`src/rtl/data_bus_arbiter_pkg.sv`:
```
// Shared types and constants for the two-master data bus arbiter.
// Imported by the arbiter top and its round-robin picker.
package data_bus_arbiter_pkg;

   typedef enum logic [1:0] {
      IDLE = 2'd0,
      BUSY = 2'd1,
      RESP = 2'd2
   } state_t;

   localparam logic MID_M0 = 1'b0;
   localparam logic MID_M1 = 1'b1;

   localparam logic ERR_NONE    = 1'b0;
   localparam logic ERR_TIMEOUT = 1'b1;

endpackage

```
`src/rtl/data_bus_arbiter_rr_pick.sv`:
```
// Combinational round-robin choice between the two bus masters.
// A tie goes to the master that did not win the previous grant.
module bus_rr_pick
   import data_bus_arbiter_pkg::*;
(
   input  logic [1:0] valid,
   input  logic       last_grant,
   output logic       grant_valid,
   output logic       grant_id
);

   // pick the sole requester, or alternate away from last_grant on a tie
   always_comb begin
      grant_valid = |valid;
      grant_id    = MID_M0;
      unique case (valid)
         2'b01:   grant_id = MID_M0;
         2'b10:   grant_id = MID_M1;
         2'b11:   grant_id = ~last_grant;
         default: grant_id = MID_M0;
      endcase
   end

endmodule

```
`src/rtl/data_bus_arbiter.sv`:
```
// Two-master data bus arbiter: latches one request, forwards it as a
// registered slave transaction and returns a one-cycle response.
module data_bus_arbiter
   import data_bus_arbiter_pkg::*;
#(
   parameter int ADDR_WIDTH = 32,
   parameter int DATA_WIDTH = 32,
   parameter int TIMEOUT    = 16
) (
   input  logic                    clk,
   input  logic                    rst,

   input  logic                    m0_valid,
   input  logic [ADDR_WIDTH-1:0]   m0_addr,
   input  logic [DATA_WIDTH-1:0]   m0_wdata,
   input  logic [DATA_WIDTH/8-1:0] m0_we,
   output logic                    m0_ready,
   output logic [DATA_WIDTH-1:0]   m0_rdata,
   output logic                    m0_err,

   input  logic                    m1_valid,
   input  logic [ADDR_WIDTH-1:0]   m1_addr,
   input  logic [DATA_WIDTH-1:0]   m1_wdata,
   input  logic [DATA_WIDTH/8-1:0] m1_we,
   output logic                    m1_ready,
   output logic [DATA_WIDTH-1:0]   m1_rdata,
   output logic                    m1_err,

   output logic                    s_valid,
   output logic [ADDR_WIDTH-1:0]   s_addr,
   output logic [DATA_WIDTH-1:0]   s_wdata,
   output logic [DATA_WIDTH/8-1:0] s_we,
   input  logic                    s_ready,
   input  logic [DATA_WIDTH-1:0]   s_rdata
);

   localparam int BW = DATA_WIDTH / 8;
   localparam int CW = (TIMEOUT > 0) ? $clog2(TIMEOUT + 1) : 1;

   state_t                state;
   logic                  gnt_id;
   logic                  last_grant;
   logic                  grant_valid;
   logic                  grant_id;
   logic                  tmo_hit;
   logic                  is_read;
   logic                  done;
   logic [DATA_WIDTH-1:0] rsp_data;
   logic                  rsp_err;
   logic [ADDR_WIDTH-1:0] pick_addr;
   logic [DATA_WIDTH-1:0] pick_wdata;
   logic [BW-1:0]         pick_we;

   bus_rr_pick u_pick (
      .valid       ({m1_valid, m0_valid}),
      .last_grant  (last_grant),
      .grant_valid (grant_valid),
      .grant_id    (grant_id)
   );

   assign is_read = (s_we == '0);
   assign done    = s_ready | tmo_hit;

   // payload of whichever master the picker chose
   always_comb begin
      pick_addr  = m0_addr;
      pick_wdata = m0_wdata;
      pick_we    = m0_we;
      if (grant_id == MID_M1) begin
         pick_addr  = m1_addr;
         pick_wdata = m1_wdata;
         pick_we    = m1_we;
      end
   end

   // slave completion beats timeout; writes return zero data
   always_comb begin
      rsp_data = '0;
      rsp_err  = ERR_TIMEOUT;
      if (s_ready) begin
         rsp_err = ERR_NONE;
         if (is_read) begin
            rsp_data = s_rdata;
         end
      end
   end

   generate
      if (TIMEOUT > 0) begin : g_tmo
         logic [CW-1:0] cnt;

         // count BUSY cycles spent waiting on the slave
         always_ff @(posedge clk or posedge rst) begin
            if (rst) begin
               cnt <= '0;
            end else if (state != BUSY) begin
               cnt <= '0;
            end else if (!s_ready) begin
               cnt <= cnt + 1'b1;
            end
         end

         assign tmo_hit = (state == BUSY) &&
                          (cnt == CW'(TIMEOUT - 1));
      end else begin : g_no_tmo
         assign tmo_hit = 1'b0;
      end
   endgenerate

   // arbitration FSM with registered slave and master outputs
   always_ff @(posedge clk or posedge rst) begin
      if (rst) begin
         state      <= IDLE;
         gnt_id     <= MID_M0;
         last_grant <= MID_M1;
         s_valid    <= 1'b0;
         s_addr     <= '0;
         s_wdata    <= '0;
         s_we       <= '0;
         m0_ready   <= 1'b0;
         m0_rdata   <= '0;
         m0_err     <= ERR_NONE;
         m1_ready   <= 1'b0;
         m1_rdata   <= '0;
         m1_err     <= ERR_NONE;
      end else begin
         unique case (state)
            IDLE: begin
               if (grant_valid) begin
                  gnt_id  <= grant_id;
                  s_addr  <= pick_addr;
                  s_wdata <= pick_wdata;
                  s_we    <= pick_we;
                  s_valid <= 1'b1;
                  state   <= BUSY;
               end
            end
            BUSY: begin
               if (done) begin
                  s_valid <= 1'b0;
                  state   <= RESP;
                  if (gnt_id == MID_M0) begin
                     m0_ready <= 1'b1;
                     m0_rdata <= rsp_data;
                     m0_err   <= rsp_err;
                  end else begin
                     m1_ready <= 1'b1;
                     m1_rdata <= rsp_data;
                     m1_err   <= rsp_err;
                  end
               end
            end
            RESP: begin
               m0_ready   <= 1'b0;
               m0_rdata   <= '0;
               m0_err     <= ERR_NONE;
               m1_ready   <= 1'b0;
               m1_rdata   <= '0;
               m1_err     <= ERR_NONE;
               last_grant <= gnt_id;
               state      <= IDLE;
            end
            default: begin
               state <= IDLE;
            end
         endcase
      end
   end

endmodule

```
`config.mk`:
```
export PLATFORM = sky130hd
export DESIGN_NAME = data_bus_arbiter
export DESIGN_NICKNAME = d
export VERILOG_FILES = /design/src/rtl/data_bus_arbiter_pkg.sv /design/src/rtl/data_bus_arbiter_rr_pick.sv /design/src/rtl/data_bus_arbiter.sv
export SDC_FILE = /design/constraint.sdc
export NUM_CORES = 1
export LEC_CHECK = 0
export ABC_AREA = 1
export CAP_MARGIN = 20
export CORE_ASPECT_RATIO = 1.25
export CORE_MARGIN = 4
export CORE_UTILIZATION = 35
export CTS_BUF_LIST = sky130_fd_sc_hd__clkbuf_16
export CTS_CLUSTER_DIAMETER = 200
export DETAILED_ROUTE_END_ITERATION = 10
export PLACE_DENSITY = 0.71
export SLEW_MARGIN = 15
export SYNTH_ARGS = -nofsm -noshare
export SYNTH_HDL_FRONTEND = slang
export SYNTH_SLANG_ARGS = --single-unit
```
`constraint.sdc`:
```
create_clock -name clk -period 5.3 [get_ports clk]
set_input_delay 1.06 -clock clk [delete_from_list [all_inputs] [get_ports clk]]
set_output_delay 1.06 -clock clk [all_outputs]
set_load 0.01 [all_outputs]
```
# Word-level counts from Yosys, hierarchy flattened
# Index checks and enable logic that the tools add are counted.
# classes
add_sub_neg,1
eq_ne,11
mux,33
bitwise,2
reduce_logical,11
# op_table
cell,count
$mux 32,8
$pmux 32 s2,2
$pmux 1 s2,6
$mux 1,11
$mux 5,2
$reduce_and 3->1,3
$ne 2x2->1 const B,4
$eq 2x2->1 const B,3
$add 5x1->5 const B,1
$eq 5x4->1 const B,1
$logic_not 4->1,1
$mux 2,2
$mux 4,1
$ne 2x1->1 const B,2
$pmux 2 s2,1
$reduce_and 2->1,2
$reduce_bool 2->1,2
$eq 2x1->1 const B,1
$logic_not 2->1,1
$reduce_or 2->1,1
$logic_and 1x1->1,1
$not 1->1,1
$or 1x1->1,1
# totals
reg_bits,146
inputBits,173
out_inout_bits,137
word_cells,72

# Depth between registers and ports, before layout
# logic_depth
depth_word,6
ltp_mapped,11
depth_no_buf,10

# By module
# A second synthesis with hierarchy kept.
# unflattened
cells_unflattened,863
hier_area_um2,6969.2
# modules_own_cells
module,instances,cells_per_inst,area_per_inst_um2,seq_area_each_um2
data_bus_arbiter,1,860,6954.2,3654.8
bus_rr_pick,1,3,15.0,0.0

# Worst setup path after synthesis
# No wires, ideal clock.
# synth_path
path_type,input port to flip-flop
start,input s_ready
end,register m0_rdata[0]
setup_time_ns,0.117
arrival_ns,1.833
t_required_ns,5.183
setup_slack_ns,3.350
path_stages,8
n_path_buf,2
path_cell_list,buf_2 -> inv_2 -> nand2_1 -> nand3_2 -> nand2_2 -> buf_4 -> nand2_1 -> nand2_1
# synth_between
elab_chain_len,4
elab_cells_between_ends,7
classes_between,eq/ne: 1; mux: 4; bitwise: 1; reduce/logical: 1
# synth_rtl
element,line_no,rtl
from (decl),data_bus_arbiter.sv:33,"input logic s_ready,"
$mux 32,data_bus_arbiter.sv:80,if (s_ready) begin
$mux 32,data_bus_arbiter.sv:142,if (gnt_id == MID_M0) begin
$mux 32,data_bus_arbiter.sv:139,if (done) begin
$pmux 32 s2,data_bus_arbiter.sv:127,unique case (state)
to (signal assigned),data_bus_arbiter.sv:144,m0_rdata <= rsp_data;
to (decl),data_bus_arbiter.sv:18,"output logic [DATA_WIDTH-1:0] m0_rdata,"
# Several ways; a longest one is shown, not always the timed one. The select of a mux whose other input is x is not followed.
# A chain may end at the register's enable or synchronous reset.

# Worst setup path in the final report
# layout_path
start,input s_ready
end,register m0_rdata[31]
# The elaborated chain is that of the path after synthesis.

==> flow_metrics.py <==
metrics = {
    "floorplanning": {
        "fp.dieArea_um2": 22600,
        "row_count": 57,
        "die_y_um": 167,
        "die_width_um": 135,
        "ios": 310,
        "start_util_pct": 36.0,
        "core_um2": 19700,
    },
    "drt": {
        "num_vias": 7079,
        "viasPerCell": 4.53,
        "avgRoutedWirePerCell_um": 14.7,
        "drt_pass1_iterations": 6,
        "ant_nets": 0,
        "drc_errors": 0,
        "drt_iter0_drc": 370,
        "wl_um": 23000,
    },
    "power_and_ir_drop": {
        "leakage_nw": 5.60,
        "pwr_density_cell_nw_per_um2": 477,
        "total_power_mw": 5.24,
        "peakVddDrop_mv": 0.200,
    },
    "flow_run": {
        "drv_cap": 0,
    },
    "grt": {
        "grt_max_degree": 147,
        "grt_antenna_before_repair": 1,
        "grt_use_total_pct": 20.1,
        "first_global_vias": 6713,
        "grt-ovfl-total": 0,
        "grt_pass1_wl_um": 36200,
    },
    "layout": {
        "fin_util_pct": 55.8,
        "area_growth_pct": 54.9,
        "final_cell_mix": "nand2_1, clkdlybuf4s50_1, dfrtp_1",
        "final_common_cell": "nand2_1",
        "drive_above_1_share_pct": 4.08,
        "fin_nets": 1460,
    },
    "sta": {
        "tightest_slew_ns": 0.906,
        "slew_violations": 0,
        "max_freq_mhz": 347,
        "fin_crit_ns": 2.88,
        "setup_viol": 0,
        "finalCritPeriodShare_pct": 54.4,
        "rsz0062_at_grt": "no",
        "hold_violations": 0,
        "fin_ws_ns": 2.42,
        "max_slew_margin_pct": 39.5,
        "fin_setup_tns_ns": 0,
        "skew_ns": 0.0175,
    },
    "cts": {
        "cts_hold_buf": 0,
        "cts-buffers-inserted": 17,
        "postCtsSetupBuffers": 0,
        "clock_latency_ns": 0.42,
        "root_buffer": "clkbuf_16",
        "cts_tree": "done",
        "cts.sinks": 146,
        "clkTransAtPathRegs_ns": 0.06,
        "htree_num_levels": 4,
        "cts_resized": 0,
        "cts_buffer_depth": 2,
    },
    "worst_setup_path": {
        "crit_family": "buffers and inverters",
        "start_kind": "primary input",
        "crit_required_ns": 5.65,
        "reg2reg_setup_slack_ns": 2.93,
        "worst-r2r-cell-count": 11,
        "worst_ep_arrival_time_ns": 3.23,
        "endpoint_kind": "flop",
        "slowest_stage": "nand2_2",
        "timing.critical_path.buf_inv": 4,
        "crit_type": "primary input to flop",
        "crit_top_cell": "nand2_1",
        "path_cells": "clkdlybuf4s50_1, buf_4, inv_2, nand2_1, nand3_2, buf_4, nand2_2, nand2_1, nand2_1",
        "timing.rr.start": "g_tmo.cnt[0]",
        "r2r-end": "m0_rdata[31]",
        "cpPeakStageDelay_ns": 0.55,
        "path_max_fanout": 37,
    },
    "placement": {
        "gp_congestion": 0.838,
        "hpwlAfterDp_um": 16900,
        "numPortBuffers": 309,
        "place_ws_ns": 2.02,
    },
    "status": {
        "status": "finished clean",
    },
    "synth": {
        "ys_ff_latch": 146,
        "yosysWarnings": 0,
        "yosysSeqAreaShare_pct": 51.5,
        "syn_area_um2": 7090,
        "syn_nets": 1176,
        "syn_inst": 1001,
        "synth.avg_cell_area_um2": 7.09,
        "synth.distinct_cells": 20,
    },
    "hold_path": {
        "min_path_cells": 2,
        "worstHoldStart": "s_addr[17]",
        "min_path_type": "flop to flop",
        "min_to": "s_addr[17]",
    },
}
[metrics by stage]
| stage | hold WS [ns] | area (um2) | cells |
|---|---|---|---|
| global placement | 0.458 | 10400 | 1529 |
| finish | 0.482 | 11000 | 1564 |
| CTS | 0.484 | 11000 | 1563 |
| global route | 0.502 | 11000 | 1563 |
| floorplan | 0.454 | 7090 | 1001 |
| detailed placement | 0.467 | 10400 | 1531 |
[where the power goes]
group	switching, mW	internal [mW]	leakage [nW]
Combinational	1.20	1.06	3.42
Clock	0.513	0.708	0.286
Sequential	0.240	1.52	1.89
[layout make-up]
type	count	area, um2
inverter	112	425
multi-input combinational	688	2780
sequential	146	3650
tap	265	332
antenna	1	2.50
timing repair buffer	320	3200
fill	1884	8700
clock inverter	15	169
clock buffer	17	425
[Yosys cell counts]
master	number	area share [%]
clkbuf_1	22	1.2
buf_4	6	0.63
nand3_1	37	2.6
nand2_2	1	0.088
dfrtp_1	145	51
inv_1	108	5.7
ha_1	2	0.35
a21oi_1	3	0.21
nor2_1	113	6.0
o21ai_1	30	2.1
buf_2	24	1.7
nor3_1	1	0.070
buf_1	3	0.16
a211oi_1	1	0.11
nor2_2	2	0.18
inv_2	4	0.21
o21ai_0	43	3.0
nand2_1	454	24
dfstp_2	1	0.37
nand3_2	1	0.14
[worst max path at each step]
stage / start / endpoint / slack [ns] / cells past startpoint
finish: s_ready / m0_rdata[31] / 2.42 / 9
global route: s_ready / m0_rdata[11] / 2.22 / 9
CTS: s_ready / m0_rdata[31] / 2.43 / 9
detailed placement: s_ready / m0_rdata[31] / 2.02 / 9
global placement: s_ready / m1_rdata[22] / 1.94 / 8
floorplan: rst / g_tmo.cnt[0] / 0.32 / 1
[registers in the layout (all words and copies together) (netlist names)]
signal	cells
m0_rdata	32
m1_rdata	32
s_addr	32
s_wdata	32
g_tmo.cnt	5
s_we	4
state	2
gnt_id	1
last_grant	1
m0_err	1
m0_ready	1
m1_err	1
m1_ready	1
s_valid	1
[worst min-delay path, cell delays in order (launching register included)]
cell and delay (ns):
dfrtp_1 0.34, nand2_1 0.05, o21ai_0 0.05
[kinds of logic after synthesis]
| family | count (synthesis) | synth area share (%) |
|---|---|---|
| fa+ha+maj | 2 | 0.353 |
| compound gates | 77 | 5.47 |
| simple gates | 609 | 33.1 |
| buf+inv | 167 | 9.58 |
| flops | 146 | 51.5 |
[layer usage]
metal | track usage (%) | up-vias | share of wire [%]
met5 | 0 | - | 0.087
met4 | 5.17 | 2 | 1.7
met3 | 9.30 | 30 | 12
met2 | 32.8 | 291 | 47
met1 | 24.0 | 3196 | 39
li1 | - | 3560 | -
Power figures use the tool's default switching activity.
